## src/rtl/riscv_ctrl_pkg.sv

```systemverilog
// Shared definitions for the multicycle RV32I control unit.
//   - state_t        : control FSM states
//   - OP_*           : major opcode values (instr[6:0])
//   - ALU_*          : aluControl encodings, {funct7[5], funct3}
//   - PC_*, WD_*,
//     SRCB_*         : datapath mux select encodings
//   - alu_cls_t      : operation class handed to alu_decoder
//   - branch helpers : funct3 legality and taken evaluation
package riscv_ctrl_pkg;

  typedef enum logic [3:0] {
    S_FETCH,
    S_DECODE,
    S_EXEC_R,
    S_EXEC_I,
    S_LOAD,
    S_STORE,
    S_BRANCH,
    S_JAL,
    S_JALR,
    S_LUI,
    S_AUIPC,
    S_TRAP
  } state_t;

  localparam logic [6:0] OP_R      = 7'b0110011;
  localparam logic [6:0] OP_I      = 7'b0010011;
  localparam logic [6:0] OP_LOAD   = 7'b0000011;
  localparam logic [6:0] OP_STORE  = 7'b0100011;
  localparam logic [6:0] OP_BRANCH = 7'b1100011;
  localparam logic [6:0] OP_JAL    = 7'b1101111;
  localparam logic [6:0] OP_JALR   = 7'b1100111;
  localparam logic [6:0] OP_LUI    = 7'b0110111;
  localparam logic [6:0] OP_AUIPC  = 7'b0010111;

  localparam logic [3:0] ALU_ADD  = 4'b0000;
  localparam logic [3:0] ALU_SUB  = 4'b1000;
  localparam logic [3:0] ALU_SLL  = 4'b0001;
  localparam logic [3:0] ALU_SLT  = 4'b0010;
  localparam logic [3:0] ALU_SLTU = 4'b0011;
  localparam logic [3:0] ALU_XOR  = 4'b0100;
  localparam logic [3:0] ALU_SRL  = 4'b0101;
  localparam logic [3:0] ALU_SRA  = 4'b1101;
  localparam logic [3:0] ALU_OR   = 4'b0110;
  localparam logic [3:0] ALU_AND  = 4'b0111;

  localparam logic [1:0] PC_PLUS4  = 2'b00;
  localparam logic [1:0] PC_BRANCH = 2'b01;
  localparam logic [1:0] PC_ALU    = 2'b11;

  localparam logic [1:0] WD_ALU   = 2'b00;
  localparam logic [1:0] WD_MEM   = 2'b01;
  localparam logic [1:0] WD_IMMU  = 2'b10;
  localparam logic [1:0] WD_PC4   = 2'b11;

  localparam logic [1:0] SRCB_RD2  = 2'b00;
  localparam logic [1:0] SRCB_IMMI = 2'b01;
  localparam logic [1:0] SRCB_IMMS = 2'b10;
  localparam logic [1:0] SRCB_IMMU = 2'b11;

  localparam logic SRCA_RD1 = 1'b0;
  localparam logic SRCA_PC  = 1'b1;

  localparam logic IMM_B = 1'b0;
  localparam logic IMM_J = 1'b1;

  typedef enum logic [1:0] {
    ALU_CLS_ADD,
    ALU_CLS_SUB,
    ALU_CLS_R,
    ALU_CLS_I
  } alu_cls_t;

  // funct3 = 010/011 has no branch meaning in RV32I.
  function automatic logic branch_f3_legal(input logic [2:0] f3);
    return (f3 != 3'b010) && (f3 != 3'b011);
  endfunction

  // Flags come from rs1 - rs2; bit 0 of funct3 inverts the base condition.
  function automatic logic branch_taken(input logic [2:0] f3,
                                        input logic zero,
                                        input logic lt,
                                        input logic ltu);
    logic base;
    case (f3[2:1])
      2'b00:   base = zero;
      2'b10:   base = lt;
      2'b11:   base = ltu;
      default: base = 1'b0;
    endcase
    return base ^ f3[0];
  endfunction

endpackage

```

## src/rtl/alu_decoder.sv

```systemverilog
// ALU operation decoder.
// Ports:
//   alu_cls     in  operation class chosen by the control FSM
//   funct3      in  instr[14:12]
//   funct7_b5   in  instr[30]
//   alu_control out {funct7[5], funct3} style ALU operation code
module alu_decoder
  import riscv_ctrl_pkg::*;
(
  input  alu_cls_t   alu_cls,
  input  logic [2:0] funct3,
  input  logic       funct7_b5,
  output logic [3:0] alu_control
);

  always_comb begin
    alu_control = ALU_ADD;
    case (alu_cls)
      ALU_CLS_ADD: alu_control = ALU_ADD;
      ALU_CLS_SUB: alu_control = ALU_SUB;
      ALU_CLS_R:   alu_control = {funct7_b5, funct3};
      // For immediates instr[30] is part of the immediate, except for the
      // shift-right group where it selects arithmetic vs logical.
      ALU_CLS_I:   alu_control = {(funct3 == 3'b101) ? funct7_b5 : 1'b0, funct3};
      default:     alu_control = ALU_ADD;
    endcase
  end

endmodule

```

## src/rtl/mc_control_fsm.sv

```systemverilog
// Multicycle control unit for the RV32I core.
// Sequences each instruction through FETCH, DECODE and one execute/memory
// state, driving datapath selects and write enables.
//
// state  | meaning
// -------+-----------------------------------------------
// FETCH  | imemReq high until imemReady, then load IR
// DECODE | one cycle, branch on opcode
// EXEC_R | register-register ALU op, write back, retire
// EXEC_I | register-immediate ALU op, write back, retire
// LOAD   | dmemReq until dmemReady, write back read data
// STORE  | dmemReq+dmemWe until dmemReady, retire
// BRANCH | compare via SUB, pick next PC
// JAL    | rd = pc+4, pc = pc+immJ
// JALR   | rd = pc+4, pc = rs1+immI
// LUI    | rd = immU
// AUIPC  | rd = pc+immU
// TRAP   | illegal instruction, parked until reset
//
// Ports:
//   clk, reset                 clock, synchronous active-high reset
//   instr[31:0]                instruction register
//   zero, lt, ltu              ALU flags of the SUB result
//   imemReady, dmemReady       memory handshakes
//   imemReq, irWrite           fetch request, IR load
//   dmemReq, dmemWe            data access request, write qualifier
//   pcWrite, regWrite          PC / register-file write enables
//   pcSrc, wdSrc, aluSrcA,
//   aluSrcB, immSrc            datapath mux selects
//   aluControl[3:0]            ALU operation
//   illegal                    sticky illegal-instruction flag
module mc_control_fsm
  import riscv_ctrl_pkg::*;
(
  input  logic        clk,
  input  logic        reset,
  input  logic [31:0] instr,
  input  logic        zero,
  input  logic        lt,
  input  logic        ltu,
  input  logic        imemReady,
  input  logic        dmemReady,
  output logic        imemReq,
  output logic        irWrite,
  output logic        dmemReq,
  output logic        dmemWe,
  output logic        pcWrite,
  output logic        regWrite,
  output logic [1:0]  pcSrc,
  output logic [1:0]  wdSrc,
  output logic        aluSrcA,
  output logic [1:0]  aluSrcB,
  output logic        immSrc,
  output logic [3:0]  aluControl,
  output logic        illegal
);

  state_t     state_q;
  state_t     state_d;
  alu_cls_t   alu_cls;
  logic [3:0] alu_ctl_dec;

  logic [6:0] opcode;
  logic [2:0] funct3;
  logic       funct7_b5;
  logic       unused_instr_bits;

  assign opcode    = instr[6:0];
  assign funct3    = instr[14:12];
  assign funct7_b5 = instr[30];
  // Register specifiers and immediates belong to the datapath.
  assign unused_instr_bits = ^{instr[31], instr[29:15], instr[11:7]};

  alu_decoder u_alu_decoder (
    .alu_cls     (alu_cls),
    .funct3      (funct3),
    .funct7_b5   (funct7_b5),
    .alu_control (alu_ctl_dec)
  );

  always_comb begin
    state_d  = state_q;
    alu_cls  = ALU_CLS_ADD;
    imemReq  = 1'b0;
    irWrite  = 1'b0;
    dmemReq  = 1'b0;
    dmemWe   = 1'b0;
    pcWrite  = 1'b0;
    regWrite = 1'b0;
    pcSrc    = PC_PLUS4;
    wdSrc    = WD_ALU;
    aluSrcA  = SRCA_RD1;
    aluSrcB  = SRCB_RD2;
    immSrc   = IMM_B;

    case (state_q)
      S_FETCH: begin
        imemReq = 1'b1;
        if (imemReady) begin
          irWrite = 1'b1;
          state_d = S_DECODE;
        end
      end

      S_DECODE: begin
        case (opcode)
          OP_R:      state_d = S_EXEC_R;
          OP_I:      state_d = S_EXEC_I;
          OP_LOAD:   state_d = S_LOAD;
          OP_STORE:  state_d = S_STORE;
          OP_BRANCH: state_d = S_BRANCH;
          OP_JAL:    state_d = S_JAL;
          OP_JALR:   state_d = S_JALR;
          OP_LUI:    state_d = S_LUI;
          OP_AUIPC:  state_d = S_AUIPC;
          default:   state_d = S_TRAP;
        endcase
      end

      S_EXEC_R: begin
        aluSrcB  = SRCB_RD2;
        alu_cls  = ALU_CLS_R;
        wdSrc    = WD_ALU;
        regWrite = 1'b1;
        pcWrite  = 1'b1;
        pcSrc    = PC_PLUS4;
        state_d  = S_FETCH;
      end

      S_EXEC_I: begin
        aluSrcB  = SRCB_IMMI;
        alu_cls  = ALU_CLS_I;
        wdSrc    = WD_ALU;
        regWrite = 1'b1;
        pcWrite  = 1'b1;
        pcSrc    = PC_PLUS4;
        state_d  = S_FETCH;
      end

      S_LOAD: begin
        aluSrcB = SRCB_IMMI;
        alu_cls = ALU_CLS_ADD;
        dmemReq = 1'b1;
        if (dmemReady) begin
          regWrite = 1'b1;
          wdSrc    = WD_MEM;
          pcWrite  = 1'b1;
          state_d  = S_FETCH;
        end
      end

      S_STORE: begin
        aluSrcB = SRCB_IMMS;
        alu_cls = ALU_CLS_ADD;
        dmemReq = 1'b1;
        dmemWe  = 1'b1;
        if (dmemReady) begin
          pcWrite = 1'b1;
          state_d = S_FETCH;
        end
      end

      S_BRANCH: begin
        if (branch_f3_legal(funct3)) begin
          aluSrcB = SRCB_RD2;
          alu_cls = ALU_CLS_SUB;
          immSrc  = IMM_B;
          pcWrite = 1'b1;
          pcSrc   = branch_taken(funct3, zero, lt, ltu) ? PC_BRANCH : PC_PLUS4;
          state_d = S_FETCH;
        end else begin
          state_d = S_TRAP;
        end
      end

      S_JAL: begin
        immSrc   = IMM_J;
        pcSrc    = PC_BRANCH;
        wdSrc    = WD_PC4;
        regWrite = 1'b1;
        pcWrite  = 1'b1;
        state_d  = S_FETCH;
      end

      S_JALR: begin
        aluSrcA  = SRCA_RD1;
        aluSrcB  = SRCB_IMMI;
        alu_cls  = ALU_CLS_ADD;
        pcSrc    = PC_ALU;
        wdSrc    = WD_PC4;
        regWrite = 1'b1;
        pcWrite  = 1'b1;
        state_d  = S_FETCH;
      end

      S_LUI: begin
        wdSrc    = WD_IMMU;
        regWrite = 1'b1;
        pcWrite  = 1'b1;
        pcSrc    = PC_PLUS4;
        state_d  = S_FETCH;
      end

      S_AUIPC: begin
        aluSrcA  = SRCA_PC;
        aluSrcB  = SRCB_IMMU;
        alu_cls  = ALU_CLS_ADD;
        wdSrc    = WD_ALU;
        regWrite = 1'b1;
        pcWrite  = 1'b1;
        pcSrc    = PC_PLUS4;
        state_d  = S_FETCH;
      end

      S_TRAP: begin
        state_d = S_TRAP;
      end

      default: begin
        state_d = S_FETCH;
      end
    endcase

    // Reset silences the datapath immediately, so an in-flight memory
    // access is abandoned and no write enable can leak out.
    if (reset) begin
      alu_cls  = ALU_CLS_ADD;
      imemReq  = 1'b0;
      irWrite  = 1'b0;
      dmemReq  = 1'b0;
      dmemWe   = 1'b0;
      pcWrite  = 1'b0;
      regWrite = 1'b0;
      pcSrc    = PC_PLUS4;
      wdSrc    = WD_ALU;
      aluSrcA  = SRCA_RD1;
      aluSrcB  = SRCB_RD2;
      immSrc   = IMM_B;
    end
  end

  assign aluControl = alu_ctl_dec;
  // TRAP is only left through reset, which makes the flag sticky.
  assign illegal    = (state_q == S_TRAP);

  always_ff @(posedge clk) begin
    if (reset) begin
      state_q <= S_FETCH;
    end else begin
      state_q <= state_d;
    end
  end

endmodule

```

## config.mk

```make
export PLATFORM = sky130hd
export DESIGN_NAME = mc_control_fsm
export DESIGN_NICKNAME = d
export VERILOG_FILES = /design/src/rtl/riscv_ctrl_pkg.sv /design/src/rtl/alu_decoder.sv /design/src/rtl/mc_control_fsm.sv
export SDC_FILE = /design/constraint.sdc
export NUM_CORES = 1
export LEC_CHECK = 0
export CAP_MARGIN = 20
export CORE_AREA = 2 2 48 50
export CTS_BUF_LIST = sky130_fd_sc_hd__clkbuf_8
export CTS_CLUSTER_DIAMETER = 50
export DETAILED_ROUTE_END_ITERATION = 8
export DIE_AREA = 0 0 50 52
export GPL_TIMING_DRIVEN = 0
export PLACE_DENSITY = 0.95
export SLEW_MARGIN = 20
export SYNTH_ARGS = -nofsm -noshare
export SYNTH_HDL_FRONTEND = slang
export SYNTH_SLANG_ARGS = --single-unit
```

## constraint.sdc

```tcl
create_clock -name clk -period 2.7 [get_ports clk]
set_input_delay 0.675 -clock clk [delete_from_list [all_inputs] [get_ports clk]]
set_output_delay 0.675 -clock clk [all_outputs]
set_load 0.02 [all_outputs]
```

==> impl_metrics.ini <==
[finish]
fillers = 204
seq_area_um2 = 80.1
nets = 184
finalNonFillerCells = 171
area_growth_pct = 59.7
multi_input_area_um2 = 588
drive_gt1_share_pct = 14.7
largest_reg_flops = 4
regMostFlops = state_q
diodes = 0
largestRegisters = state_q (4)

[sta]
finalSetupViolCount = 0
tns_ns = 0
period_share_pct = 98.4
setup_ws_ns = 0.0433
grt_setup_unrepaired = false
final_hold_viol_count = 0
finalMaxSlewViolations = 0
fmax_mhz = 376
tightestPinTransition_ns = 0.431
min_period_ns = 2.66
skew_ns = 0.00234
slew-limit-headroom_pct = 71.3

[critical_path]
crit_type = input port to output port
crit_arrival_ns = 1.98
critPathLaunch = ltu
reg2reg_slack_ns = 1.07
crit_fanout = 1
crit_path_end_kind = output port
reg2reg_to = state_q[0]
r2r_cells = 5
startpoint_type = input port
critPathRequiredTime_ns = 2.03
regToRegStartpoint = state_q[2]

[synthesis]
synth_top_family_by_area = simple AND/OR/NAND/NOR gates
syn_nets = 145
synthCells = 106
yosysSeqAreaShare_pct = 11.0
synth_compound_area_share_pct = 32.9
ys_ff_latch = 4
synth-xor-area-share_pct = 2.41
yosys.area_share.simple_pct = 40.8
async_reset_ff_share_pct = 0
ys_types = 42
synth_mux_area_share_pct = 1.38
synthFlopType = dfxtp_1
avgSynthCellArea_um2 = 6.86
synth_edf_count = 0
synth-adder-area-share_pct = 0
yosysWarnings = 0
syn-cell-area_um2 = 727

[floorplanning]
dieArea_um2 = 2600
io_pins = 58
rows = 17
core-area_um2 = 2110
start_util_pct = 34.5
die_h_um = 52
fp.dieW_um = 50

[place]
gp_congestion = 0.866
place_hpwl_um = 1830
dp.cells = 168
dpl_worst_slack_ns = -0.573
port_buffers = 34

[power_and_ir_drop]
seqPwrFrac_pct = 18.6
ir_worst_vdd_v = 0.000274
p_sw_share_pct = 33.7
netSwitchingPower_mw = 0.122
clockPowerShare_pct = 34.3
p_leak_nw = 0.481
power.density_nw_per_um2 = 310
p_int_mw = 0.239
comb_power_share_pct = 47.0
total_power_mw = 0.360

[grt]
grt_pass1_vias = 934
antenna_found_initial = 0
grt_usage_pct = 19.7
grt_pass1_wl_um = 4020
grt.overflow.total = 0
grt_max_degree = 11

[route]
ant_nets = 0
post-route-drc-count = 0
vias = 954
first_iter_violations = 17
drt_first_pass_iters = 4
wl_um = 2310
viasPerCell = 5.58
wl_per_cell_um = 13.5

[clock_network]
cts_tree = built
worst_setup_hold_path_clk_slew_ns = 0.03
clk_latency_ns = 0.22
cts.sinks = 4
h-tree-depth = 1
numCtsBuffers = 3
cts_setup_buffers = 0
clockBufferDepth = 2
cts_root_buf = clkbuf_8
cts_hold_buf = 0

[hold_path]
hold_path.class = flip-flop to flip-flop
hp-start = state_q[0]
holdPathStages = 4
min_to = state_q[3]

[status]
status = finished clean

[job]
drv_cap = 0
layout make-up:
| class | count | share of cell area, % |
|---|---|---|
| clock buffers | 3 | 3.56 |
| repair buffers | 34 | 28.7 |
| flip-flops and latches | 4 | 6.90 |
| multi-input cells | 92 | 50.6 |
| plain buffers | 7 | 6.25 |
| inverters | 3 | 0.970 |
| well taps | 28 | 3.02 |
cell usage after synthesis, types with 2 or more instances:
| library cell | n | share of area (%) |
|---|---|---|
| nand2_1 | 10 | 5.2 |
| nor2_1 | 17 | 8.8 |
| o31ai_1 | 2 | 2.1 |
| nor2b_1 | 5 | 4.3 |
| inv_1 | 3 | 1.5 |
| nor4_1 | 2 | 1.7 |
| o211ai_1 | 2 | 2.1 |
| nor3_1 | 6 | 4.1 |
| a21oi_1 | 9 | 6.2 |
| dfxtp_1 | 4 | 11 |
| and2_1 | 4 | 3.4 |
| buf_6 | 2 | 3.1 |
| nand3_1 | 2 | 1.4 |
| clkbuf_8 | 3 | 5.7 |
| nand2b_1 | 3 | 2.6 |
| o21ai_0 | 4 | 2.8 |
| a31oi_1 | 3 | 2.6 |
logic make-up (layout without fill, tap and decap cells):
family,after synthesis,count (layout)
muxes,1,1
xor gates and xnor gates,2,2
buffers and inverters,10,47
DFF,4,4
and+or+nand+nor,57,57
AOI/OAI and AO/OA,32,32
critical path, cell delays in order:
cell and delay (ns):
clkdlybuf4s50_1 0.42, mux2i_1 0.18, a21oi_1 0.10, xnor2_1 0.13, o221a_2 0.24, nor2_1 0.09, buf_4 0.15
stage by stage:
stage | util, % | area (um2) | hold WS (ns)
floorplan | - | 727 | 0.671
global placement | 52.3 | 1100 | 0.703
detailed placement | 52.3 | 1100 | 0.710
CTS | 54.5 | 1150 | 0.716
global route | 55.1 | 1160 | 0.739
finish | 55.1 | 1160 | 0.718
power groups by stage:
stage / logic [mW] / registers (mW) / clock network (mW)
finish: 0.170 / 0.0672 / 0.124
floorplan: 0.101 / 0.0673 / 0
detailed placement: 0.168 / 0.0679 / 0
global placement: 0.163 / 0.0676 / 0
global route: 0.185 / 0.0674 / 0.130
CTS: 0.166 / 0.0671 / 0.124
per-layer routing:
layer / global-route usage, % / up-vias / routed length [um]
li1: - / 462 / -
met1: 20.8 / 442 / 867
met2: 40.1 / 44 / 1280
met3: 2.30 / 6 / 120
met4: 5.56 / 0 / 44
met5: 0 / - / 0
layout by cell type, fill, tap and decap left out, drive strengths merged, types with 2 or more instances in the layout:
cell type | synthesis | final
a21oi | 9 | 9
a31oi | 3 | 3
and2 | 4 | 4
buf | 3 | 5
clkbuf | 4 | 8
clkdlybuf4s15 | 0 | 2
clkdlybuf4s50 | 0 | 24
dfxtp | 4 | 4
dlygate4sd2 | 0 | 2
dlymetal6s2s | 0 | 3
inv | 3 | 3
nand2 | 10 | 10
nand2b | 3 | 3
nand3 | 2 | 2
nor2 | 17 | 17
nor2b | 6 | 6
nor3 | 6 | 6
nor4 | 2 | 2
o211ai | 2 | 2
o21ai | 4 | 4
o31ai | 2 | 2
worst max-delay path by stage:
stage | end | slack (ns)
after CTS | pcSrc[0] | -0.06
after global routing | pcSrc[0] | 0.004
after floorplan | pcSrc[0] | 0.48
after global placement | pcSrc[0] | -0.50
after detailed placement | pcSrc[0] | -0.57
final | pcSrc[0] | 0.04
repair_timing:
| action | CTS | global route |
|---|---|---|
| pin swaps | 0 | 1 |
| endpoints found under the setup margin | 8 | 6 |
| gates resized for setup | 15 | 11 |
(Power assumes the default switching activity.)
